--- src/rtl/tx_prbs31_data_generator_if.sv ---
// Control and data bundle of the PRBS31 transmit generator.
// The bench drives it through master; the generator uses slave.
interface tx_prbs31_data_generator_if #(
  parameter int WCNT_W = 48
);
  logic              enable;
  logic              seed_load;
  logic [30:0]       seed;
  logic              inject;
  logic [31:0]       DataOut;
  logic              data_valid;
  logic              inject_pending;
  logic [WCNT_W-1:0] Word_Count;
  logic [15:0]       Inject_Count;

  modport master (
    output enable, seed_load, seed, inject,
    input  DataOut, data_valid, inject_pending, Word_Count, Inject_Count
  );

  modport slave (
    input  enable, seed_load, seed, inject,
    output DataOut, data_valid, inject_pending, Word_Count, Inject_Count
  );
endinterface

--- src/rtl/tx_prbs31_data_generator.sv ---
// Parallel PRBS31 (x^31 + x^28 + 1) word source with seed load, pause/resume
// and single-shot error injection that leaves the LFSR sequence untouched.
module tx_prbs31_data_generator #(
  parameter logic [30:0] DEFAULT_SEED = 31'h7FFF_FFFF,
  parameter logic [31:0] ERR_MASK     = 32'h0000_0001,
  parameter int          WCNT_W       = 48
) (
  input  logic                   clock,
  input  logic                   reset,
  tx_prbs31_data_generator_if.slave bus
);

  localparam logic [1:0] IDLE = 2'd0;
  localparam logic [1:0] RUN  = 2'd1;
  localparam logic [1:0] HOLD = 2'd2;

  logic [1:0]  state;
  logic [30:0] history;
  logic [31:0] next_word;
  logic        pend_now;

  // Unrolls s[n] = s[n-31] ^ s[n-28] over the 63-bit window {history, word};
  // bits are produced oldest first, so later bits may reuse fresh ones.
  function automatic logic [31:0] prbs_step(input logic [30:0] s);
    logic [62:0] d;
    d = {s, 32'd0};
    for (int j = 31; j >= 0; j--) begin
      d[j] = d[j+31] ^ d[j+28];
    end
    return d[31:0];
  endfunction

  always_comb begin
    next_word = prbs_step(history);
    pend_now  = bus.inject_pending | bus.inject;
  end

  always_ff @(posedge clock) begin
    if (reset) begin
      state              <= IDLE;
      history            <= DEFAULT_SEED;
      bus.DataOut        <= 32'd0;
      bus.data_valid     <= 1'b0;
      bus.inject_pending <= 1'b0;
      bus.Word_Count     <= '0;
      bus.Inject_Count   <= 16'd0;
    end else if (bus.seed_load) begin
      state              <= IDLE;
      history            <= (bus.seed == 31'd0) ? 31'h7FFF_FFFF : bus.seed;
      bus.DataOut        <= 32'd0;
      bus.data_valid     <= 1'b0;
      bus.inject_pending <= 1'b0;
      bus.Word_Count     <= '0;
    end else if (bus.enable) begin
      // History always advances from the clean word; only the output is corrupted.
      state          <= RUN;
      history        <= next_word[30:0];
      bus.DataOut    <= pend_now ? (next_word ^ ERR_MASK) : next_word;
      bus.data_valid <= 1'b1;
      bus.Word_Count <= bus.Word_Count + WCNT_W'(1);
      if (pend_now) begin
        bus.inject_pending <= 1'b0;
        if (bus.Inject_Count != 16'hFFFF) begin
          bus.Inject_Count <= bus.Inject_Count + 16'd1;
        end
      end
    end else begin
      bus.data_valid     <= 1'b0;
      bus.inject_pending <= pend_now;
      if (state == RUN) begin
        state <= HOLD;
      end
    end
  end

endmodule

--- src/flat_wrapper.sv ---
// flat-port wrapper written by rule: the top's interface ports become plain ports
module tx_prbs31_data_generator_flat 
#(
  parameter logic [30:0] DEFAULT_SEED = 31'h7FFF_FFFF,
  parameter logic [31:0] ERR_MASK     = 32'h0000_0001,
  parameter int          WCNT_W       = 48
)
  (clock, reset, bus_enable, bus_seed_load, bus_seed, bus_inject, bus_DataOut, bus_data_valid, bus_inject_pending, bus_Word_Count, bus_Inject_Count);
  tx_prbs31_data_generator_if #(.WCNT_W(WCNT_W)) bus_i ();
  input  logic clock;
  input  logic reset;
  input wire logic [$bits(bus_i.enable)-1:0] bus_enable;
  input wire logic [$bits(bus_i.seed_load)-1:0] bus_seed_load;
  input wire logic [$bits(bus_i.seed)-1:0] bus_seed;
  input wire logic [$bits(bus_i.inject)-1:0] bus_inject;
  output wire logic [$bits(bus_i.DataOut)-1:0] bus_DataOut;
  output wire logic [$bits(bus_i.data_valid)-1:0] bus_data_valid;
  output wire logic [$bits(bus_i.inject_pending)-1:0] bus_inject_pending;
  output wire logic [$bits(bus_i.Word_Count)-1:0] bus_Word_Count;
  output wire logic [$bits(bus_i.Inject_Count)-1:0] bus_Inject_Count;
  assign bus_i.enable = bus_enable;
  assign bus_i.seed_load = bus_seed_load;
  assign bus_i.seed = bus_seed;
  assign bus_i.inject = bus_inject;
  assign bus_DataOut = bus_i.DataOut;
  assign bus_data_valid = bus_i.data_valid;
  assign bus_inject_pending = bus_i.inject_pending;
  assign bus_Word_Count = bus_i.Word_Count;
  assign bus_Inject_Count = bus_i.Inject_Count;
  tx_prbs31_data_generator #(.DEFAULT_SEED(DEFAULT_SEED), .ERR_MASK(ERR_MASK), .WCNT_W(WCNT_W)) u_core (.clock(clock), .reset(reset), .bus(bus_i));
endmodule
--- config.mk ---
export PLATFORM = sky130hd
export DESIGN_NAME = tx_prbs31_data_generator_flat
export DESIGN_NICKNAME = d
export VERILOG_FILES = /design/src/rtl/tx_prbs31_data_generator_if.sv /design/src/rtl/tx_prbs31_data_generator.sv /design/src/flat_wrapper.sv
export SDC_FILE = /design/constraint.sdc
export NUM_CORES = 1
export LEC_CHECK = 0
export ABC_AREA = 1
export CAP_MARGIN = 10
export CORE_MARGIN = 4
export CORE_UTILIZATION = 45
export CTS_CLUSTER_DIAMETER = 120
export DETAILED_ROUTE_END_ITERATION = 7
export PLACE_DENSITY = 0.83
export SETUP_SLACK_MARGIN = 0.1
export SYNTH_ARGS = -nofsm -noshare
export SYNTH_HDL_FRONTEND = slang
export SYNTH_SLANG_ARGS = --single-unit
--- constraint.sdc ---
create_clock -name clock -period 1.5 [get_ports clock]
set_input_delay 0.3 -clock clock [delete_from_list [all_inputs] [get_ports clock]]
set_output_delay 0.3 -clock clock [all_outputs]
set_load 0.02 [all_outputs]
==> flow_summary.html, run 1 <==
<table>
<tr><th>Metric</th><th>Value</th></tr>
<tr><th colspan="2">Final layout</th></tr>
<tr><td>Final non-filler cell total</td><td>between 1000 and 1500</td></tr>
<tr><td>Register area</td><td>approximately 2700 um^2</td></tr>
<tr><td>P&amp;R area growth vs syn</td><td>51.5%</td></tr>
<tr><td>Area taken by multi-input logic gates</td><td>~3800 um^2</td></tr>
<tr><td>Final layout net count</td><td>roughly 1100</td></tr>
<tr><td>Filler cell count</td><td>approximately 950</td></tr>
<tr><td>Ratio of cells with drive above 1 in the final layout</td><td>a little over a third</td></tr>
<tr><th colspan="2">Synthesis</th></tr>
<tr><td>Largest family of logic cells by synthesized area</td><td>simple AND/OR/NAND/NOR gates</td></tr>
<tr><td>Portion of the post-synthesis area used by sequential elements</td><td>40.8%</td></tr>
<tr><td>Top FF cell, synth</td><td>dfxtp_1</td></tr>
<tr><td>Fraction of synthesized area in multiplexers</td><td>0%</td></tr>
<tr><td>Total of warnings raised by yosys</td><td>0</td></tr>
<tr><td>Number of enable flip-flop cells after synthesis</td><td>0</td></tr>
<tr><td>Area fraction of the dominant cell type after synthesis</td><td>40.8%</td></tr>
<tr><td>Leading area contributor after synthesis</td><td>dfxtp_1</td></tr>
<tr><td>Fraction of the mapped netlist area in simple logic gates</td><td>28.3%</td></tr>
<tr><td>Share of the synthesized area in compound gates (AO/OA/AOI/OAI)</td><td>16.6%</td></tr>
<tr><td>Share of flip-flops with an asynchronous set or reset</td><td>0%</td></tr>
<tr><td>Synthesized area</td><td>between 6000 and 7000 um^2</td></tr>
<tr><td>Synth Area per Inst</td><td>about 7.4 um^2</td></tr>
<tr><td>Instance count of the mapped netlist</td><td>around 860</td></tr>
<tr><td>Area share of fa/ha/maj cells after synthesis</td><td>less than 1%</td></tr>
<tr><td>Fraction of synthesized cell area in xor and xnor cells</td><td>between 6 and 7%</td></tr>
<tr><td>Syn_nets</td><td>~900</td></tr>
<tr><td>Count of distinct cell types in the synthesized netlist</td><td>39</td></tr>
<tr><td>FF+latch count, synth</td><td>129</td></tr>
<tr><td>Most area-consuming cells after synthesis</td><td>dfxtp_1 41%, nand2_1 11%, nor2_1 7.1%, xor2_1 5.4%, inv_1 4.4%</td></tr>
<tr><th colspan="2">Power and ir drop</th></tr>
<tr><td>Psw</td><td>0.00220 W</td></tr>
<tr><td>Standby leakage power</td><td>between 3 and 4 nW</td></tr>
<tr><td>Worst IR drop on VDD</td><td>around 850 uV</td></tr>
<tr><td>Switching Share</td><td>24.1%</td></tr>
<tr><td>Power per unit of standard cell area</td><td>between 900 and 1000 nW/um^2</td></tr>
<tr><td>Share of power burned in registers</td><td>about 40%</td></tr>
<tr><td>Combinational Power Share</td><td>10.2%</td></tr>
<tr><td>Internal power of the cells</td><td>0.00692 W</td></tr>
<tr><td>Fraction of power consumed by the clock network</td><td>between 40 and 50%</td></tr>
<tr><th colspan="2">Placed design</th></tr>
<tr><td>Dpl hpwl</td><td>13.4 mm</td></tr>
<tr><td>Cells after DPL</td><td>between 1000 and 1500</td></tr>
<tr><td>Number of port buffers</td><td>133</td></tr>
<tr><td>Final GP Congestion</td><td>slightly above 0.9</td></tr>
<tr><th colspan="2">Route</th></tr>
<tr><td>Wire length per cell</td><td>~17 um</td></tr>
<tr><td>Number of nets still failing antenna checks after routing</td><td>0</td></tr>
<tr><td>Iter 0 DRT Violations</td><td>around 670</td></tr>
<tr><td>Remaining routing DRC violations</td><td>0</td></tr>
<tr><td>Detail-routed via count per cell</td><td>5.63</td></tr>
<tr><td>WL final</td><td>around 21 mm</td></tr>
<tr><td>Pre-Repair DR Iteration Count</td><td>6</td></tr>
<tr><td>Number of vias after detailed routing</td><td>7134</td></tr>
<tr><th colspan="2">Timing</th></tr>
<tr><td>Count of endpoints failing hold in the final timing report</td><td>0</td></tr>
<tr><td>Worst-case hold slack</td><td>~0.15 ns</td></tr>
<tr><td>Endpoints failing setup</td><td>11</td></tr>
<tr><td>Slew HR</td><td>a little under three quarters</td></tr>
<tr><td>Setup TNS</td><td>-0.268 ns</td></tr>
<tr><td>Post-route fraction of the period consumed by the critical path</td><td>104%</td></tr>
<tr><td>Top achievable clock speed</td><td>~0.64 GHz</td></tr>
<tr><td>RSZ-0062 raised after global routing</td><td>yes</td></tr>
<tr><td>Max Transition Viols Final</td><td>0</td></tr>
<tr><td>Post-route minimum period</td><td>roughly 1.6 ns</td></tr>
<tr><td>Smallest setup slack after layout</td><td>-0.0585 ns</td></tr>
<tr><td>Transition at the pin with the smallest max-transition slack</td><td>0.436 ns</td></tr>
<tr><td>Worst clock skew</td><td>0.00670 ns</td></tr>
<tr><th colspan="2">Clock tree</th></tr>
<tr><td>Clock transition at the register clock pins on the worst setup and hold paths after CTS</td><td>0.06 ns</td></tr>
<tr><td>Number of buffers added to fix hold violations after cts</td><td>0</td></tr>
<tr><td>Cts bufs inserted</td><td>17</td></tr>
<tr><td>Clock insertion delay at the later pin of the skew report</td><td>0.42 ns</td></tr>
<tr><td>TritonCTS clock tree</td><td>built</td></tr>
<tr><td>Maximum number of buffers from clock root to sink</td><td>2</td></tr>
<tr><td># clock sinks</td><td>129</td></tr>
<tr><td>Clock tree root buffer cell</td><td>clkbuf_16</td></tr>
<tr><td>CTS HTree Levels</td><td>4</td></tr>
<tr><th colspan="2">Worst setup path</th></tr>
<tr><td>Required time at the endpoint of the critical path</td><td>roughly 1.8 ns</td></tr>
<tr><td>Maximum fanout along the worst path</td><td>8</td></tr>
<tr><td>Critical Setup Path Class</td><td>reg -&gt; reg</td></tr>
<tr><td>Startpoint types</td><td>flop</td></tr>
<tr><td>Type of element capturing the critical path</td><td>flop</td></tr>
<tr><td>Arrival time of data at the critical path endpoint</td><td>between 1.5 and 2 ns</td></tr>
<tr><th colspan="2">Global route</th></tr>
<tr><td>Via count of the first global-routing pass</td><td>approximately 6800</td></tr>
<tr><td>Gr usage total</td><td>24.6%</td></tr>
<tr><td>First-pass GRT wire length</td><td>approximately 32 mm</td></tr>
<tr><td>Met2 Resource Use GR</td><td>41.6%</td></tr>
<tr><td>Number of antenna violations at the first check in global routing</td><td>1</td></tr>
<tr><td>Met3 Resource Use GR</td><td>under 10%</td></tr>
<tr><td>GRT Residual Overflow</td><td>0</td></tr>
<tr><td>Most crowded layer after global routing</td><td>met2</td></tr>
<tr><td>Maximum number of pins on one net before global-route repair</td><td>32</td></tr>
<tr><td>Met1 capacity usage during global routing</td><td>29.0%</td></tr>
<tr><th colspan="2">Floorplanning</th></tr>
<tr><td>Floorplan die area</td><td>~16000 um^2</td></tr>
<tr><td>Initial core utilization</td><td>a little under half</td></tr>
<tr><td>Chip height</td><td>~130 um</td></tr>
<tr><td>I/O pins</td><td>about 130</td></tr>
<tr><td>Core region area</td><td>13800 um^2</td></tr>
<tr><td>Horiz. Die Dim</td><td>approximately 130 um</td></tr>
<tr><td>Standard-cell row count</td><td>43</td></tr>
<tr><th colspan="2">Run status</th></tr>
<tr><td>Run status</td><td>complete, but fails checks</td></tr>
<tr><td>Violated checks</td><td>setup timing</td></tr>
<tr><th colspan="2">Worst hold path</th></tr>
<tr><td>Worst min path class</td><td>in -&gt; reg</td></tr>
<tr><th colspan="2">Job</th></tr>
<tr><td>Max-cap check violation count</td><td>0</td></tr>
</table>
[power by group through the flow]
stage,clock [W],sequential [W],combinational [W]
final,0.00452,0.00367,0.000929
after global routing,0.00469,0.00368,0.00100
after CTS,0.00454,0.00366,0.000913
after detailed placement,0,0.00374,0.000899
after global placement,0,0.00373,0.000885
after floorplan,0,0.00377,0.000438
[worst max-delay path: stages, from the launching register on]
cell	delay [ns]
dfxtp_4	0.36
ha_4	0.14
nand2_4	0.05
nor2_4	0.22
nand3_4	0.16
nor2_4	0.27
nand4_1	0.13
nand2_1	0.08
nor2_1	0.04
[state kept, by name, indices dropped and copies added (netlist names)]
signal                     cells
u_core.bus.data_valid          1
u_core.bus.inject_pending      1
u_core.bus.Inject_Count       16
u_core.bus.Word_Count         48
u_core.history                31
u_core.bus.DataOut            32
[final cells by class]
type / count / area share, %
Timing Repair Buffer: 226 / 20.2
Clock buffer: 23 / 5.10
Tap cell: 180 / 2.35
Antenna cell: 1 / 0.0261
Inverter: 78 / 3.15
Multi-Input combinational cell: 621 / 39.8
Sequential cell: 129 / 27.6
Clock inverter: 9 / 1.58
Timing Repair inverter: 1 / 0.169
[cell usage in the layout (no fill, tap or decap), drive strengths merged, types with 4 or more instances in the layout]
cell	count
a221oi	25
bufinv	4
a21oi	37
a32o	25
dlymetal6s2s	20
nor3	12
o21a	5
buf	135
clkbuf	36
xnor2	10
dfxtp	129
o21ai	63
nand2	191
clkdlybuf4s15	42
clkinv	6
nand4	17
nor2	139
xor2	39
clkdlybuf4s50	14
nand3	43
inv	77
[synthesized netlist by cell type, types with 3 or more instances]
cell / count
xor2_1: 39
xnor2_1: 10
nand2_1: 186
nand3_1: 41
dfxtp_1: 129
a21oi_1: 37
a32o_1: 25
nor2_4: 5
nor3_1: 11
o21ai_0: 52
o21ai_1: 11
nand4_1: 17
clkbuf_1: 16
nor2_2: 10
nor2_1: 120
inv_1: 74
buf_6: 3
o21a_1: 5
buf_2: 12
a221oi_1: 25
[kinds of logic (layout without fill, tap and decap cells)]
kind of cell             after synthesis  after routing
AO/OA/AOI/OAI                        161            161
XOR/XNOR                              49             49
adder cells (fa/ha/maj)                2              2
buffers and inverters                111            337
flip-flops                           129            129
other                                  0              1
AND/OR/NAND/NOR                      406            409
[metrics by stage]
stage | total power (W) | util, % | cell area, um^2 | setup slack [ns]
floorplan | 0.00421 | - | 6410 | 0.0105
global placement | 0.00462 | 60.7 | 8390 | -0.523
detailed placement | 0.00464 | 60.7 | 8390 | -0.601
CTS | 0.00911 | 67.6 | 9340 | -0.0441
global route | 0.00937 | 69.4 | 9600 | -0.106
finish | 0.00912 | 69.4 | 9600 | -0.0585
[path summary, 6_finish.rpt]
path | slack, ns | endpoint | start | cells after the start
max | -0.06 | u_core.bus.Word_Count[40] | u_core.bus.Word_Count[0] | 8
max reg2reg | -0.06 | u_core.bus.Word_Count[40] | u_core.bus.Word_Count[0] | 8
min | 0.15 | u_core.history[11] | bus_seed[11] | 3
min reg2reg | 0.48 | u_core.bus.Word_Count[3] | u_core.bus.Word_Count[3] | 1
[per-layer routing]
layer | wire length, um | vias to the layer above | part of all wire [%]
li1 | - | 3310 | -
met1 | 8290 | 3357 | 39
met2 | 10700 | 388 | 50
met3 | 1600 | 79 | 7.5
met4 | 812 | 0 | 3.8
met5 | 0 | - | 0
[repair_timing]
item	in CTS	in global routing
gates cloned	4	3
setup endpoints to repair	179	143
endpoints found under the hold margin	0	0
buffers inserted	8	9
resized for setup	370	146
pin swaps	31	45
Power figures use the tool's default switching activity.
==> run 2, diff against run 1 <==
--- a/config.mk
+++ b/config.mk
@@ -7,6 +7,7 @@
 export LEC_CHECK = 0
 export ABC_AREA = 1
 export CAP_MARGIN = 10
+export CORE_ASPECT_RATIO = 1.5
 export CORE_MARGIN = 4
 export CORE_UTILIZATION = 45
 export CTS_CLUSTER_DIAMETER = 120
==> flow_summary.html, run 2 (same netlist as run 1, synthesis figures left out) <==
<table>
<tr><th>Metric</th><th>Value</th></tr>
<tr><th colspan="2">Run status</th></tr>
<tr><td>Run status</td><td>complete, but fails checks</td></tr>
<tr><td>Violated checks</td><td>DRC, setup timing</td></tr>
<tr><th colspan="2">Timing</th></tr>
<tr><td>Worst-case hold slack</td><td>0.140 ns (-0.0100 ns)</td></tr>
<tr><td>Top achievable clock speed</td><td>0.623 GHz (-3.0%)</td></tr>
<tr><td>Post-route minimum period</td><td>1.61 ns (+0.0475 ns)</td></tr>
<tr><td>Post-route fraction of the period consumed by the critical path</td><td>107% (+3.2 points)</td></tr>
<tr><td>Endpoints failing setup</td><td>8 (-3)</td></tr>
<tr><td>Max Transition Viols Final</td><td>0 (unchanged)</td></tr>
<tr><td>Smallest setup slack after layout</td><td>-0.106 ns (-0.0475 ns)</td></tr>
<tr><td>Count of endpoints failing hold in the final timing report</td><td>0 (unchanged)</td></tr>
<tr><td>Transition at the pin with the smallest max-transition slack</td><td>0.415 ns (-0.0212 ns)</td></tr>
<tr><td>Slew HR</td><td>72.2% (+1.4 points)</td></tr>
<tr><td>Worst clock skew</td><td>0.0106 ns (+0.00389 ns)</td></tr>
<tr><td>RSZ-0062 raised after global routing</td><td>yes</td></tr>
<tr><th colspan="2">Worst hold path</th></tr>
<tr><td>Hold wc startpoint</td><td>bus_seed[21]</td></tr>
<tr><td>Worst min path class</td><td>in -&gt; reg</td></tr>
<tr><th colspan="2">Global route</th></tr>
<tr><td>First-pass GRT wire length</td><td>32.0 mm (-0.68%)</td></tr>
<tr><td>Gr usage total</td><td>24.0% (-0.59 points)</td></tr>
<tr><td>GRT Residual Overflow</td><td>0 (unchanged)</td></tr>
<tr><td>Number of antenna violations at the first check in global routing</td><td>0 (-1)</td></tr>
<tr><td>Via count of the first global-routing pass</td><td>6750 (-0.31%)</td></tr>
<tr><td>Maximum number of pins on one net before global-route repair</td><td>44 (+38%)</td></tr>
<tr><th colspan="2">Power and ir drop</th></tr>
<tr><td>Share of power burned in registers</td><td>42.0% (+1.8 points)</td></tr>
<tr><td>Psw</td><td>0.00233 W (+6.0%)</td></tr>
<tr><td>Power per unit of standard cell area</td><td>909 nW/um^2 (-4.3%)</td></tr>
<tr><td>Fraction of power consumed by the clock network</td><td>47.1% (-2.5 points)</td></tr>
<tr><td>Standby leakage power</td><td>3.98 nW (+0.51%)</td></tr>
<tr><td>Worst IR drop on VDD</td><td>708 uV (-17%)</td></tr>
<tr><td>Combinational Power Share</td><td>11.0% (+0.8 points)</td></tr>
<tr><td>Internal power of the cells</td><td>0.00640 W (-7.5%)</td></tr>
<tr><td>Switching Share</td><td>26.7% (+2.6 points)</td></tr>
<tr><th colspan="2">Worst setup path</th></tr>
<tr><td>Maximum fanout along the worst path</td><td>4 (-4)</td></tr>
<tr><td>Worst reg-to-reg setup slack</td><td>-0.11 ns (-0.05 ns)</td></tr>
<tr><td>Crit Reg-Reg Startpoint</td><td>u_core.bus.Word_Count[0]</td></tr>
<tr><td>Required time at the endpoint of the critical path</td><td>1.81 ns (about the same)</td></tr>
<tr><td>Reg-to-reg critical path endpoint</td><td>u_core.bus.Word_Count[28]</td></tr>
<tr><td>Crit path launch</td><td>u_core.bus.Word_Count[0]</td></tr>
<tr><td>Startpoint types</td><td>flop</td></tr>
<tr><td>R2R cell count</td><td>9 (+1)</td></tr>
<tr><td>End of the critical path</td><td>u_core.bus.Word_Count[28]</td></tr>
<tr><td>Arrival time of data at the critical path endpoint</td><td>1.92 ns (+0.05 ns)</td></tr>
<tr><td>Critical Setup Path Class</td><td>reg -&gt; reg</td></tr>
<tr><td>Type of element capturing the critical path</td><td>flop</td></tr>
<tr><th colspan="2">Route</th></tr>
<tr><td>Iter 0 DRT Violations</td><td>504 (-25%)</td></tr>
<tr><td>Number of nets still failing antenna checks after routing</td><td>0 (unchanged)</td></tr>
<tr><td>Wire length per cell</td><td>17.8 um (+5.7%)</td></tr>
<tr><td>Number of vias after detailed routing</td><td>7155 (+0.29%)</td></tr>
<tr><td>Remaining routing DRC violations</td><td>1 (+1)</td></tr>
<tr><td>WL final</td><td>22.0 mm (+2.9%)</td></tr>
<tr><td>Detail-routed via count per cell</td><td>5.80 (+3.1%)</td></tr>
<tr><td>Pre-Repair DR Iteration Count</td><td>7 (+1)</td></tr>
<tr><th colspan="2">Clock tree</th></tr>
<tr><td>Maximum number of buffers from clock root to sink</td><td>2 (unchanged)</td></tr>
<tr><td>Clock tree root buffer cell</td><td>clkbuf_16</td></tr>
<tr><td>CTS HTree Levels</td><td>4 (unchanged)</td></tr>
<tr><td>TritonCTS clock tree</td><td>built</td></tr>
<tr><td># clock sinks</td><td>129 (unchanged)</td></tr>
<tr><td>Number of buffers added to fix hold violations after cts</td><td>0 (unchanged)</td></tr>
<tr><td>Clock insertion delay at the later pin of the skew report</td><td>0.42 ns (about the same)</td></tr>
<tr><td>Cts bufs inserted</td><td>17 (unchanged)</td></tr>
<tr><td>Clock transition at the register clock pins on the worst setup and hold paths after CTS</td><td>0.06 ns (about the same)</td></tr>
<tr><th colspan="2">Final layout</th></tr>
<tr><td>Ratio of cells with drive above 1 in the final layout</td><td>37.0% (+2.4 points)</td></tr>
<tr><td>Registers with the highest flip-flop counts</td><td>u_core.bus.Word_Count: 48 flops, u_core.bus.DataOut: 32 flops, u_core.history: 31 flops</td></tr>
<tr><td>Final layout net count</td><td>1097 (-1.3%)</td></tr>
<tr><td>Final non-filler cell area</td><td>9610 um^2 (about the same)</td></tr>
<tr><td>Register name with the most flops</td><td>u_core.bus.Word_Count</td></tr>
<tr><td>Leading cell type in the layout, fill and taps excluded</td><td>nand2_1</td></tr>
<tr><td>Most used cells in the layout excluding fill and tap cells</td><td>155 x nand2_1, 88 x nor2_1, 73 x inv_1, 73 x dfxtp_1, 57 x buf_4</td></tr>
<tr><td>Filler cell count</td><td>950 (-0.11%)</td></tr>
<tr><td>Antenna cell count</td><td>0 (-1)</td></tr>
<tr><td>P&amp;R area growth vs syn</td><td>51.6% (about the same)</td></tr>
<tr><td>Number of flip-flops under the largest register name</td><td>48 (unchanged)</td></tr>
<tr><th colspan="2">Floorplanning</th></tr>
<tr><td>Core region area</td><td>13700 um^2 (-1.2%)</td></tr>
<tr><td>Floorplan die area</td><td>16100 um^2 (+0.24%)</td></tr>
<tr><td>Horiz. Die Dim</td><td>105 um (-17%)</td></tr>
<tr><td>I/O pins</td><td>134 (unchanged)</td></tr>
<tr><td>Initial core utilization</td><td>46.4% (+0.55 points)</td></tr>
<tr><td>Standard-cell row count</td><td>52 (+21%)</td></tr>
<tr><td>Chip height</td><td>153 um (+21%)</td></tr>
<tr><th colspan="2">Placed design</th></tr>
<tr><td>Number of port buffers</td><td>133 (unchanged)</td></tr>
<tr><td>Final GP Congestion</td><td>0.947 (+1.6%)</td></tr>
<tr><td>Post-Place Cell Area</td><td>8410 um^2 (+0.21%)</td></tr>
<tr><td>Dpl hpwl</td><td>13.7 mm (+2.8%)</td></tr>
<tr><th colspan="2">Job</th></tr>
<tr><td>Max-cap check violation count</td><td>0 (unchanged)</td></tr>
</table>
==> run 2: changes by cell type in the layout (fill, tap and decap cells not counted), moves of 8 or more <==
| cell | previous run | this run |
|---|---|---|
| buf_2 | 40 | 22 |
| clkbuf_2 | 13 | 34 |
| buf_4 | 78 | 57 |
| nand2_1 | 163 | 155 |
| dfxtp_1 | 85 | 73 |
| buf_12 | 3 | 12 |
| dfxtp_2 | 38 | 46 |
| o21ai_2 | 1 | 14 |
| o21ai_0 | 45 | 27 |
==> run 2: power groups by stage <==
stage	sequential (W)	clock, W	combinational, W
after detailed placement	0.00374	0	0.000917
final	0.00366	0.00411	0.000958
after floorplan	0.00377	0	0.000438
after global placement	0.00373	0	0.000904
after global routing	0.00368	0.00430	0.00103
after CTS	0.00366	0.00413	0.000915
==> run 2: area by class of cell <==
class / count / area [um^2] / share of cell area, %
tap: 162 / 203 / 2.11
multi-input combinational: 619 / 3890 / 40.5
clock inverter: 13 / 125 / 1.30
timing repair inverter: 1 / 6.26 / 0.0651
timing repair buffer: 213 / 1940 / 20.2
sequential: 129 / 2680 / 27.9
inverter: 78 / 303 / 3.15
clock buffer: 19 / 464 / 4.83
==> run 2: how the worst min path moves through the flow <==
stage / endpoint / cells after the start
2_1_floorplan: u_core.history[12] / 2
3_3_place_gp: u_core.bus.Word_Count[5] / 1
3_5_place_dp: u_core.bus.Word_Count[5] / 1
4_1_cts: u_core.bus.Word_Count[0] / 3
5_1_grt: u_core.history[12] / 3
6_report: u_core.history[21] / 3
==> run 2: worst max-delay path: stages (launching register included) <==
cell and delay (ns):
dfxtp_4 0.37, ha_4 0.14, nand2_4 0.05, nor2_4 0.22, buf_6 0.14, nand2_4 0.05
nor2_4 0.14, nand3b_1 0.16, xor2_1 0.18, nor2_1 0.05
==> run 2: layer usage <==
metal	GRT usage, %	vias up	share of wire [%]
met1	26.8	3378	37
li1	-	3269	-
met4	10.9	0	5.1
met2	43.5	395	52
met5	0	-	0
met3	4.94	113	6.3
==> run 2: stage by stage <==
stage	TNS (ns)	cells	utilization, %	worst slack [ns]	power (W)
3_3_place_gp	-32.19	1182	61.5	-0.414	0.00464
6_report	-0.281	1234	70.3	-0.106	0.00873
4_1_cts	-0.0315	1222	68.3	-0.0199	0.00870
2_1_floorplan	0	858	-	0.0105	0.00421
5_1_grt	-2.46	1234	70.3	-0.127	0.00901
3_5_place_dp	-36.18	1182	61.5	-0.466	0.00466
==> run 2: timing repair <==
item	CTS	global route
pin swaps	38	53
cloned	2	2
gates resized for setup	330	223
buffers inserted	6	10
setup endpoints to repair	142	142
==> run 3, diff against run 2 <==
--- a/config.mk
+++ b/config.mk
@@ -6,7 +6,7 @@
 export NUM_CORES = 1
 export LEC_CHECK = 0
 export ABC_AREA = 1
-export CAP_MARGIN = 10
+export CAP_MARGIN = 20
 export CORE_ASPECT_RATIO = 1.5
 export CORE_MARGIN = 4
 export CORE_UTILIZATION = 45
==> results of run 3 <==
Same layout as run 2: the final DEF is identical, and so are final timing and power.
